--- config.mk ---
export PLATFORM = sky130hd
export DESIGN_NAME = tmul_seq_ctrl
export DESIGN_NICKNAME = d
export VERILOG_FILES = /design/src/rtl/tmul_pkg.sv /design/src/rtl/tmul_credit_cnt.sv /design/src/rtl/tmul_seq_ctrl.sv
export SDC_FILE = /design/constraint.sdc
export NUM_CORES = 1
export LEC_CHECK = 0
export BUFFER_PORTS_ARGS = -buffer_cell sky130_fd_sc_hd__buf_2
export CAP_MARGIN = 20
export CORE_MARGIN = 5
export CORE_UTILIZATION = 40
export DETAILED_ROUTE_END_ITERATION = 6
export HOLD_SLACK_MARGIN = 0.08
export PLACE_DENSITY = 0.71
export SLEW_MARGIN = 30
export SYNTH_ARGS = -nofsm -noshare
export SYNTH_HDL_FRONTEND = slang
export SYNTH_SLANG_ARGS = --single-unit
--- constraint.sdc ---
create_clock -name clk -period 3.2 [get_ports clk]
set_input_delay 0.64 -clock clk [delete_from_list [all_inputs] [get_ports clk]]
set_output_delay 0.64 -clock clk [all_outputs]
set_load 0.1 [all_outputs]
--- src/rtl/tmul_pkg.sv ---
// Shared definitions for the tile-multiply sequencing controller: FSM states,
// default geometry and an index-width helper.
package tmul_pkg;

    localparam int STAGES_DEF     = 16;
    localparam int MAX_ROWS_DEF   = 16;
    localparam int CRED_DEPTH_DEF = 16;

    typedef enum logic [1:0] {
        ST_IDLE  = 2'd0,
        ST_ISSUE = 2'd1,
        ST_DRAIN = 2'd2
    } tmul_state_e;

    // Width of an index into n items, never narrower than one bit.
    function automatic int idx_w(input int n);
        return (n > 1) ? $clog2(n) : 1;
    endfunction

endpackage

--- src/rtl/tmul_credit_cnt.sv ---
// Credit counter for the downstream result buffer: starts full, one credit per
// injected row, one back per cred_ret; a return while already full sets a sticky error.
module tmul_credit_cnt
    import tmul_pkg::*;
#(
    parameter int DEPTH = CRED_DEPTH_DEF
) (
    input  logic clk,
    input  logic rst,
    input  logic consume_i,
    input  logic ret_i,
    output logic avail_o,
    output logic err_o
);

    localparam int CW = $clog2(DEPTH + 1);

    logic [CW-1:0] count_q, count_d;
    logic          err_q, err_d;
    logic          take;

    // Injection is only legal with a credit in hand; a same-cycle return
    // cannot fund it, it only becomes usable next cycle.
    assign take    = consume_i && (count_q != '0);
    assign avail_o = (count_q != '0);
    assign err_o   = err_q;

    always_comb begin
        count_d = count_q;
        err_d   = err_q;
        if (take && !ret_i) begin
            count_d = count_q - CW'(1);
        end else if (!take && ret_i) begin
            if (count_q == CW'(DEPTH)) begin
                err_d = 1'b1;
            end else begin
                count_d = count_q + CW'(1);
            end
        end
    end

    always_ff @(posedge clk) begin
        if (rst) begin
            count_q <= CW'(DEPTH);
            err_q   <= 1'b0;
        end else begin
            count_q <= count_d;
            err_q   <= err_d;
        end
    end

endmodule

--- src/rtl/tmul_seq_ctrl.sv ---
// Row sequencer for the FMA tile-multiply pipeline: injects A-tile rows into a
// STAGES-deep shift register under result-buffer credit. Optional perf counters: TMUL_CTRL_PERF_EN.
module tmul_seq_ctrl
    import tmul_pkg::*;
#(
    parameter  int STAGES     = STAGES_DEF,
    parameter  int MAX_ROWS   = MAX_ROWS_DEF,
    parameter  int CRED_DEPTH = CRED_DEPTH_DEF,
    localparam int RW         = idx_w(MAX_ROWS),
    localparam int CNTW       = $clog2(MAX_ROWS) + 1
) (
    input  logic                      clk,
    input  logic                      rst,
    input  logic                      cmd_valid,
    output logic                      cmd_ready,
    input  logic [CNTW-1:0]           cmd_rows,
    output logic [STAGES-1:0]         stage_vld,
    output logic [STAGES-1:0][RW-1:0] stage_row,
    output logic                      res_valid,
    output logic [RW-1:0]             res_row,
    output logic                      res_last,
    input  logic                      cred_ret,
    output logic                      done,
    output logic                      err_cred
`ifdef TMUL_CTRL_PERF_EN
    ,
    output logic [31:0]               perf_busy,
    output logic [31:0]               perf_stall
`endif
);

    tmul_state_e state_q, state_d;

    logic [CNTW-1:0] rows_q, rows_d;
    logic [CNTW-1:0] row_cnt_q, row_cnt_d;
    logic            zero_done_q, zero_done_d;

    logic cmd_accept, issue_en, drain_done, cred_avail;
    logic inject, last_inj, pipe_empty;

    logic [STAGES-1:1]         vld_q;
    logic [STAGES-1:1][RW-1:0] row_q;
    logic [STAGES-1:1]         last_q;
    logic [STAGES-1:0]         stage_last;
    logic [RW-1:0]             row0;

    assign cmd_accept = cmd_valid && cmd_ready;
    assign inject     = issue_en && cred_avail;
    assign last_inj   = inject && (row_cnt_q == rows_q - CNTW'(1));
    assign row0       = inject ? row_cnt_q[RW-1:0] : '0;

    // Stage 0 is the injection point itself; the rest is a free-running shift.
    assign stage_vld  = {vld_q, inject};
    assign stage_row  = {row_q, row0};
    assign stage_last = {last_q, last_inj};
    assign pipe_empty = ~|stage_vld;

    assign res_valid = stage_vld[STAGES-1];
    assign res_row   = stage_row[STAGES-1];
    assign res_last  = stage_last[STAGES-1];
    assign done      = drain_done || zero_done_q;

    tmul_credit_cnt #(
        .DEPTH (CRED_DEPTH)
    ) u_credit (
        .clk       (clk),
        .rst       (rst),
        .consume_i (inject),
        .ret_i     (cred_ret),
        .avail_o   (cred_avail),
        .err_o     (err_cred)
    );

    always_ff @(posedge clk) begin
        if (rst) begin
            state_q <= ST_IDLE;
        end else begin
            state_q <= state_d;
        end
    end

    always_comb begin
        state_d = state_q;
        case (state_q)
            ST_IDLE:  if (cmd_accept && (cmd_rows != '0)) state_d = ST_ISSUE;
            ST_ISSUE: if (last_inj)                       state_d = ST_DRAIN;
            ST_DRAIN: if (pipe_empty)                     state_d = ST_IDLE;
            default:                                      state_d = ST_IDLE;
        endcase
    end

    always_comb begin
        cmd_ready  = 1'b0;
        issue_en   = 1'b0;
        drain_done = 1'b0;
        case (state_q)
            ST_IDLE:  cmd_ready  = 1'b1;
            ST_ISSUE: issue_en   = 1'b1;
            ST_DRAIN: drain_done = pipe_empty;
            default:  cmd_ready  = 1'b0;
        endcase
    end

    // Oversized commands are clamped to the tile height.
    always_comb begin
        rows_d      = rows_q;
        row_cnt_d   = row_cnt_q;
        zero_done_d = cmd_accept && (cmd_rows == '0);
        if (cmd_accept) begin
            rows_d    = (cmd_rows > CNTW'(MAX_ROWS)) ? CNTW'(MAX_ROWS) : cmd_rows;
            row_cnt_d = '0;
        end else if (inject) begin
            row_cnt_d = row_cnt_q + CNTW'(1);
        end
    end

    always_ff @(posedge clk) begin
        if (rst) begin
            rows_q      <= '0;
            row_cnt_q   <= '0;
            zero_done_q <= 1'b0;
        end else begin
            rows_q      <= rows_d;
            row_cnt_q   <= row_cnt_d;
            zero_done_q <= zero_done_d;
        end
    end

    generate
        for (genvar gi = 1; gi < STAGES; gi++) begin : g_stage
            always_ff @(posedge clk) begin
                if (rst) begin
                    vld_q[gi]  <= 1'b0;
                    row_q[gi]  <= '0;
                    last_q[gi] <= 1'b0;
                end else begin
                    vld_q[gi]  <= stage_vld[gi-1];
                    row_q[gi]  <= stage_row[gi-1];
                    last_q[gi] <= stage_last[gi-1];
                end
            end
        end
    endgenerate

`ifdef TMUL_CTRL_PERF_EN
    logic [31:0] perf_busy_q, perf_stall_q;

    always_ff @(posedge clk) begin
        if (rst) begin
            perf_busy_q  <= '0;
            perf_stall_q <= '0;
        end else begin
            if ((state_q != ST_IDLE) && (perf_busy_q != '1)) begin
                perf_busy_q <= perf_busy_q + 32'd1;
            end
            if (issue_en && !cred_avail && (perf_stall_q != '1)) begin
                perf_stall_q <= perf_stall_q + 32'd1;
            end
        end
    end

    assign perf_busy  = perf_busy_q;
    assign perf_stall = perf_stall_q;
`endif

endmodule

==> impl_results.md, run 1 <==
* Gp weighted congestion at 0.834
* DR pass1 iterations at 4
* Root Buffer: clkbuf_8
* Critical path peak fanout at 12
* Post-synthesis async set-or-reset flop share at 0
* Die H at 105 um
* Cell family with most CP delay: simple AND/OR/NAND/NOR gates
* Required @ worst endpoint at 2.56 ns
* Pwr Total at 2490 uW
* Share of cells above drive strength 1 at 0.287
* Switching Share at 0.266
* HPWL Detailed at 4960 um
* Worst-Skew Late Latency at 0.36 ns
* Slowest stage delay, CP at 0.57 ns
* Tot GR Track Use at 0.124
* Clock share of power at 0.337
* FILL cells at 839
* Sequential power share at 0.565
* Initial antenna violation count at 0
* Most used routing layer: met2
* Critical Path Start Type: register
* Post-CTS Resized at 0
* Clock tree sinks at 109
* Worst EP arrival at 2.37 ns
* Hold buffers post-CTS at 0
* Met1 usage at 0.154
* Largest net degree at the start of global routing at 52
* Nets@finish at 442
* Vias/cell at 4.76
* Crit end category: output pin
* Io pins at 98
* Post-synth EDFFs at 0
* Most frequent cells after synthesis: dfxtp_1, nor2b_1, nor2_1
* DR iter-0 viols at 57
* Die area at 11100 um2
* Sequential share of the synthesized area at 0.599
* Area grow syn2layout at 20.1%
* Initial Util at 0.414
* Cts bufs inserted at 9
* CP cell instances: or4_4 > o21ai_4 > inv_4 > nor2_1 > a31o_2 > buf_2
* Total global routing overflow at 0
* Count leader, synth: dfxtp_1
* Synth unique cells at 42
* First-pass GRT wire length at 11400 um
* Met3 usage at 0.0489
* Die W at 105 um
* Fmax achieved at 332 MHz
* Psw at 664 uW
* Synth Area per Inst at 10.8 um2
* Met2 usage at 0.197
* Port Buffers at 97
* VDD IR max at 0.321 mV
* PD cells at 570 nW/um2
* Core ar. at 8810 um2
* Relative slew margins at 0.462
* Minimum clock period at 3.01 ns
* Max_cap viols at 0
* TNS Setup at 0 ns
* Final wirelength at 6870 um
* Reg clk slew, reported paths at 0.10 ns
* Comb power frac at 0.099
* Final setup fails at 0
* Worst setup path class: reg -> out
* Post-synth top area share at 0.599
* Skew final at 0.0136 ns
* Row cnt at 34
* Final cycle utilization of the critical path at 0.940
* CTS Buffer Depth at 2
* RSZ-0062 raised after global routing: no
* Yosys warning count at 0
* DRC viols at 0
* Slew @ Worst Pin at 0.799 ns
* Synth Flop Type: dfxtp_1
* Synth Register Bits at 109
* Slew Limit Fails at 0
* WP buf/inv at 2
* Leakage at 0.00206 uW
* Run status: finished clean
* Synthesized net count at 352
* Setup Fix Bufs, Post-CTS at 0
* Final hold vios at 0
* Mapped cell area at 3640 um2
* TritonCTS clock tree: done
* Ant diodes at 0
* Routed length per instance at 12.7 um
* Vias in the first global route at 2447
* Cell-internal power at 1830 uW
* CTS H-tree depth at 3
* Worst hold path type: reg -> reg
* Post-Synthesis Cells at 337
* Synth top area cells: dfxtp_1, nor2b_1, ha_1, xor2_1, nor2_1
* Via total after detailed routing at 2569
* Post-synth top area cell: dfxtp_1
* CP max-delay cell: or4_4
* Antenna-violating nets left at 0
-- sequential cells by signal, summed over array words and instances, names as in the netlist --
signal,flops
u_credit.count_q,5
rows_q,5
res_valid,1
last_q,14
state_q,2
u_credit.err_o,1
res_row,4
zero_done_q,1
res_last,1
stage_vld,14
stage_row,56
row_cnt_q,5
-- per-stage QoR --
step	std cells	instance area (um2)	worst slack (ns)	util	hold WS [ns]
final	540	4370	0.191	0.497	0.442
after global routing	540	4370	0.0547	0.497	0.464
after CTS	540	4370	0.153	0.497	0.447
after detailed placement	524	4170	0.297	0.473	0.423
after global placement	524	4170	0.412	0.473	0.419
after floorplan	337	3640	0.465	-	0.414
-- cell type report --
class	instances	area, um2	area share
clock buffer	9	124	0.0283
clock inverter	7	82.6	0.0189
inverter	9	36.3	0.00830
multi-input combinational	199	1310	0.300
sequential	109	2180	0.499
tap	108	135	0.0309
timing repair buffer	99	503	0.115
-- path summary, 6_finish.rpt --
path / start / end / cells past startpoint / slack (ns)
worst max-delay path: u_credit.count_q[0] / done / 6 / 0.19
worst min-delay path: last_q[1] / last_q[2] / 1 / 0.44
worst max register to register: u_credit.count_q[0] / u_credit.count_q[2] / 10 / 0.29
worst min register to register: last_q[1] / last_q[2] / 1 / 0.44
-- power groups by stage --
stage                     registers, uW  logic [uW]  clock network [uW]
after detailed placement           1440         247                   0
after global routing               1410         267                 940
final                              1410         246                 840
after CTS                          1410         248                 877
after floorplan                    1470         172                   0
after global placement             1440         243                   0
-- layout by cell type, fill, tap and decap left out, types with 2 or more instances in the layout --
cell type / netlist / final
a21oi_1: 9 / 9
o21ai_0: 4 / 4
a211oi_1: 2 / 2
clkbuf_8: 0 / 9
dfxtp_1: 109 / 109
nor4_1: 5 / 5
mux2i_1: 2 / 2
o211ai_1: 2 / 2
ha_1: 6 / 6
xnor2_1: 6 / 6
a31o_2: 2 / 2
nand3b_1: 5 / 5
nand2_1: 12 / 12
nor2_1: 15 / 15
inv_1: 8 / 8
nand4_1: 4 / 4
nor2b_1: 87 / 87
o211a_1: 2 / 2
and2_1: 5 / 5
buf_2: 0 / 96
inv_8: 0 / 2
buf_4: 6 / 3
xor2_1: 8 / 8
clkinv_4: 0 / 2
nor3_1: 3 / 3
and3_1: 4 / 4
-- metal layers --
layer | vias up | share of wire | wire [um]
li1 | 1272 | - | -
met1 | 1196 | 0.47 | 3230
met2 | 91 | 0.43 | 2940
met3 | 10 | 0.088 | 604
met4 | 0 | 0.013 | 90
met5 | - | 0 | 0
-- cell families after synthesis --
logic type | share of synthesized area
and+or+nand+nor | 0.242
DFF | 0.599
buffers and inverters | 0.0412
AOI/OAI and AO/OA | 0.0539
xor gates and xnor gates | 0.0337
adders and majority gates | 0.0206
muxes | 0.00962
(Power assumes the default switching activity.)
==> run 2: changes to the inputs <==
Settings changed: SETUP_SLACK_MARGIN set to 0.4.
==> impl_results.md, run 2 (same netlist as run 1, synthesis figures left out) <==
* DR iter-0 viols at 67 (was 57)
* HP Start: last_q[1] (unchanged)
* DRC viols at 0 (unchanged)
* Leakage at 0.00207 uW (was 0.00206 uW)
* WHS at 0.443 ns (was 0.442 ns)
* RSZ-0062 raised after global routing: yes (was no)
* Reg-to-Reg End: u_credit.count_q[2] (unchanged)
* Largest net degree at the start of global routing at 52 (unchanged)
* Minimum clock period at 2.70 ns (was 3.01 ns)
* Worst hold path type: reg -> reg (unchanged)
* Routed length per instance at 12.8 um (was 12.7 um)
* CTS H-tree depth at 3 (unchanged)
* Slew @ Worst Pin at 0.785 ns (was 0.799 ns)
* Ant diodes at 0 (unchanged)
* WHS Path Cells at 1 (unchanged)
* Die area at 11100 um2 (unchanged)
* Reg clk slew, reported paths at 0.10 ns (about the same)
* Commonest non-fill, non-tap cells in the layout: dfxtp_1, buf_2, nor2b_1 (unchanged)
* Skew final at 0.0136 ns (about the same)
* Cell count after placement at 524 (unchanged)
* Final cycle utilization of the critical path at 0.844 (was 0.940)
* Gp weighted congestion at 0.834 (unchanged)
* Slew Limit Fails at 0 (unchanged)
* Die W at 105 um (unchanged)
* Final hold vios at 0 (unchanged)
* Fmax achieved at 370 MHz (was 332 MHz)
* R2R Path Start: u_credit.count_q[0] (unchanged)
* Initial antenna violation count at 0 (unchanged)
* Total global routing overflow at 0 (unchanged)
* Post-route cell area at 4410 um2 (was 4370 um2)
* Area grow syn2layout at 21.2% (was 20.1%)
* Initial Util at 0.414 (unchanged)
* CTS Buffer Depth at 2 (unchanged)
* Share of cells above drive strength 1 at 0.302 (was 0.287)
* Hold path endpoint: last_q[2] (unchanged)
* Antenna-violating nets left at 0 (unchanged)
* TNS Setup at 0 ns (unchanged)
* Row cnt at 34 (unchanged)
* Tot GR Track Use at 0.125 (was 0.124)
* DR pass1 iterations at 4 (unchanged)
* Worst EP arrival at 2.06 ns (was 2.37 ns)
* Final setup fails at 0 (unchanged)
* Nets@finish at 444 (was 442)
* Vias in the first global route at 2463 (was 2447)
* Vias/cell at 4.73 (was 4.76)
* Run status: finished clean (unchanged)
* Critical Path Start Type: register (unchanged)
* Crit end category: output pin (unchanged)
* Root Buffer: clkbuf_8 (unchanged)
* Max_cap viols at 0 (unchanged)
* Via total after detailed routing at 2566 (was 2569)
* Die H at 105 um (unchanged)
* Clock tree sinks at 109 (unchanged)
* FILL cells at 835 (was 839)
* HPWL Detailed at 4960 um (unchanged)
* DP Area at 4170 um2 (unchanged)
* Reg2reg path depth at 10 (unchanged)
* TritonCTS clock tree: done (unchanged)
* Worst-Skew Late Latency at 0.36 ns (about the same)
* First-pass GRT wire length at 11500 um (was 11400 um)
* Commonest non-fill, non-tap cell in the layout: dfxtp_1 (unchanged)
* Critical path peak fanout at 12 (unchanged)
* Final Non-Filler Cells at 542 (was 540)
* Reg-to-reg setup timing slack at 0.56 ns (was 0.29 ns)
* Relative slew margins at 0.472 (was 0.462)
* PD cells at 567 nW/um2 (was 570 nW/um2)
* Io pins at 98 (unchanged)
* Final wirelength at 6940 um (was 6870 um)
* Hold buffers post-CTS at 0 (unchanged)
* Cts bufs inserted at 9 (unchanged)
* Core ar. at 8810 um2 (unchanged)
* Max reg flops at 56 (unchanged)
* VDD IR max at 0.331 mV (was 0.321 mV)
* Port Buffers at 97 (unchanged)
* Required @ worst endpoint at 2.56 ns (about the same)
* Worst setup path class: reg -> out (unchanged)
## run 2: changes by cell type in the layout (fill, tap and decap cells not counted), sizes merged
cell and change:
buf +2
## run 2: critical path, stage by stage, from the launching register on
cell and delay (ns):
dfxtp_2 0.36, or4_4 0.56, o21ai_4 0.21, inv_4 0.09
nor2_1 0.11, a31o_2 0.20, buf_12 0.18
## run 2: how the worst max path moves through the flow
stage | start | end | slack (ns) | cells past startpoint
after floorplan | u_credit.count_q[2] | u_credit.count_q[2] | 0.46 | 12
after global placement | u_credit.count_q[0] | u_credit.count_q[2] | 0.41 | 10
after detailed placement | u_credit.count_q[0] | u_credit.count_q[2] | 0.30 | 10
after CTS | u_credit.count_q[0] | done | 0.40 | 6
after global routing | u_credit.count_q[0] | done | 0.39 | 6
final | u_credit.count_q[0] | done | 0.50 | 6
## run 2: power breakdown
group / switching [uW] / internal [uW] / total [uW]
combinational: 167 / 82.7 / 250
clock: 468 / 374 / 842
sequential: 31.7 / 1380 / 1410
total: 667 / 1840 / 2500
## run 2: repair_timing
item,CTS,global route
pin swaps,1,1
setup endpoints to repair,6,7
setup buffers,2,0
gates resized for setup,3,6
gates cloned,0,0
## run 2: metrics by stage
| stage | util | setup WS (ns) | power (uW) |
|---|---|---|---|
| after CTS | 0.499 | 0.401 | 2540 |
| after detailed placement | 0.473 | 0.297 | 1690 |
| after floorplan | - | 0.465 | 1640 |
| final | 0.501 | 0.500 | 2500 |
| after global routing | 0.501 | 0.389 | 2630 |
| after global placement | 0.473 | 0.412 | 1680 |
## run 2: cell type report
type / count / area (um2) / area share
well taps: 108 / 135 / 0.0306
clock buffers: 9 / 124 / 0.0281
inverters: 9 / 36.3 / 0.00822
clock inverters: 7 / 82.6 / 0.0187
multi-input cells: 199 / 1320 / 0.298
flip-flops and latches: 109 / 2190 / 0.495
repair buffers: 101 / 533 / 0.121
## run 2: routing by layer
layer / GRT usage / vias up / wire (um)
met5: 0 / - / 0
met4: 0.0431 / 0 / 82
met3: 0.0501 / 7 / 619
met2: 0.198 / 92 / 3000
met1: 0.154 / 1192 / 3240
li1: - / 1275 / -
==> run 3: changes to the inputs <==
Clock period 3.2 ns to 2.72 ns, I/O delays scaled along.
==> impl_results.md, run 3 (same netlist as run 1, synthesis figures left out) <==
* Slack of the critical path at 0.164 ns (was 0.500 ns)
* Reg clk slew, reported paths at 0.10 ns (about the same)
* Share of cells above drive strength 1 at 0.356 (was 0.302)
* Final cycle utilization of the critical path at 0.940
* Switching Share at 0.278 (was 0.266)
* Worst EP arrival at 2.01 ns (was 2.06 ns)
* PD cells at 628 nW/um2 (was 567 nW/um2)
* Pwr Total at 2940 uW (was 2500 uW)
* Relative slew margins at 0.447 (was 0.472)
* Reg-to-reg setup timing slack at 0.18 ns (was 0.56 ns)
* CTS Buffer Depth at 2 (unchanged)
* Clock tree sinks at 109 (unchanged)
* Sequential power share at 0.561 (was 0.564)
* Skew final at 0.00828 ns (was 0.0136 ns)
* Clock share of power at 0.306 (was 0.336)
* Slew Limit Fails at 0 (unchanged)
* Antenna-violating nets left at 0 (unchanged)
* Worst-Skew Late Latency at 0.36 ns (about the same)
* Initial Util at 0.414 (unchanged)
* RSZ-0062 raised after global routing: yes (unchanged)
* Commonest non-fill, non-tap cell in the layout: dfxtp_1 (unchanged)
* Initial antenna violation count at 0 (unchanged)
* Psw at 820 uW (was 667 uW)
* Die H at 105 um (unchanged)
* Critical Path Start Type: register (unchanged)
* Place WS at 0.257 ns (was 0.297 ns)
* Routed length per instance at 13.4 um (was 12.8 um)
* Area grow syn2layout at 28.6% (was 21.2%)
* DR pass1 iterations at 4 (unchanged)
* Fmax achieved at 391 MHz
* Final Non-Filler Cells at 552 (was 542)
* Gp weighted congestion at 0.829 (was 0.834)
* Commonest non-fill, non-tap cells in the layout: dfxtp_1, buf_2, nor2b_1 (unchanged)
* Io pins at 98 (unchanged)
* Final hold vios at 0 (unchanged)
* Tot GR Track Use at 0.138 (was 0.125)
* Final wirelength at 7420 um (was 6940 um)
* Critical path peak fanout at 6 (was 12)
* Worst setup path class: reg -> out (unchanged)
* WHS at 0.424 ns (was 0.443 ns)
* Port Buffers at 97 (unchanged)
* Die W at 105 um (unchanged)
* Vias in the first global route at 2615 (was 2463)
* Comb power frac at 0.133 (was 0.100)
* TritonCTS clock tree: done (unchanged)
* Area of the multi-input gates at 1430 um2 (was 1320 um2)
* DR iter-0 viols at 100 (was 67)
* First-pass GRT wire length at 12600 um (was 11500 um)
* HPWL Detailed at 5030 um (was 4960 um)
* Run status: finished clean (unchanged)
* Via total after detailed routing at 2613 (was 2566)
* Minimum clock period at 2.56 ns
* Cts bufs inserted at 9 (unchanged)
* Vias/cell at 4.73 (about the same)
* Final setup fails at 0 (unchanged)
* Total global routing overflow at 0 (unchanged)
* Max reg flops at 56 (unchanged)
* Die area at 11100 um2 (unchanged)
* Largest net degree at the start of global routing at 49 (was 52)
* Cell count after placement at 525 (was 524)
* Cell family with most CP delay: simple AND/OR/NAND/NOR gates (unchanged)
* WP buf/inv at 3 (was 2)
* Slew @ Worst Pin at 0.822 ns (was 0.785 ns)
* CP max-delay cell: or4_4 (unchanged)
* Required @ worst endpoint at 2.18 ns (was 2.56 ns)
* Worst hold path type: in -> reg (was reg -> reg)
* Crit end category: output pin (unchanged)
* Ant diodes at 0 (unchanged)
* Core ar. at 8810 um2 (unchanged)
* FILL cells at 786 (was 835)
* Leakage at 0.00215 uW (was 0.00207 uW)
* Slowest stage delay, CP at 0.56 ns (about the same)
* Max_cap viols at 0 (unchanged)
* DRC viols at 0 (unchanged)
* Cell-internal power at 2120 uW (was 1840 uW)
* VDD IR max at 0.385 mV (was 0.331 mV)
* Row cnt at 34 (unchanged)
* CP cell instances: or4_4 > o21ai_4 > buf_6 > inv_8 > nor2_4 > a31o_4 > buf_12 (was or4_4 > o21ai_4 > inv_4 > nor2_1 > a31o_2 > buf_12)
* Root Buffer: clkbuf_8 (unchanged)
* Reg area at 2190 um2 (about the same)
* CTS H-tree depth at 3 (unchanged)
* TNS Setup at 0 ns (unchanged)
* Nets@finish at 454 (was 444)
[run 3: cell types whose count changed in the layout (fill, tap and decap cells not counted), moves of 4 or more]
| cell | change |
|---|---|
| and2_1 | -4 |
| and2_2 | +4 |
| buf_12 | +5 |
| buf_2 | -5 |
| buf_4 | +5 |
| buf_6 | +4 |
[run 3: routing by layer]
layer  vias up  part of all wire  track usage
met5         -                 0            0
met4         0            0.0090       0.0319
met2        86              0.48        0.230
met3         7             0.073       0.0526
li1       1292                 -            -
met1      1228              0.44        0.170
[run 3: worst paths after layout]
path | endpoint | start | cells past startpoint
worst max-delay path | done | u_credit.count_q[1] | 7
worst min-delay path | zero_done_q | cmd_rows[4] | 2
worst max register to register | u_credit.count_q[4] | u_credit.count_q[1] | 11
worst min register to register | res_last | last_q[14] | 1
[run 3: per-stage QoR]
step | instance area [um2] | util
CTS | 4560 | 0.518
finish | 4690 | 0.532
detailed placement | 4230 | 0.480
global placement | 4230 | 0.480
global route | 4690 | 0.532
floorplan | 3690 | -
[run 3: worst reg2reg max path, stage by stage, from the launching register on]
cell     delay (ns)
dfxtp_4        0.35
or4_4          0.56
o21ai_4        0.17
buf_6          0.12
inv_4          0.03
ha_4           0.17
xor2_2         0.15
ha_2           0.20
a21oi_4        0.18
a32oi_2        0.13
a31oi_1        0.22
mux2i_1        0.20
[run 3: what timing repair did]
action / CTS / global route
endpoints found under the setup margin: 8 / 10
resized for setup: 26 / 21
gates cloned: 1 / 0
pin swaps: 7 / 4
hold buffers: 0 / 0
setup buffers: 5 / 5
hold endpoints to repair: 0 / 0
[run 3: area by class of cell]
cell class              instances  share of cell area
clock inverters                 6              0.0128
well taps                     108              0.0288
multi-input cells             199               0.304
clock buffers                  10              0.0272
inverters                       9              0.0101
flip-flops and latches        109               0.468
repair buffers                110               0.147
repair inverters                1             0.00134
[run 3: power groups by stage]
stage                     logic (uW)  clock network, uW  registers [uW]
after global routing             423               1020            1660
final                            391                900            1650
after global placement           294                  0            1690
after CTS                        353                948            1650
after floorplan                  211                  0            1730
after detailed placement         303                  0            1700
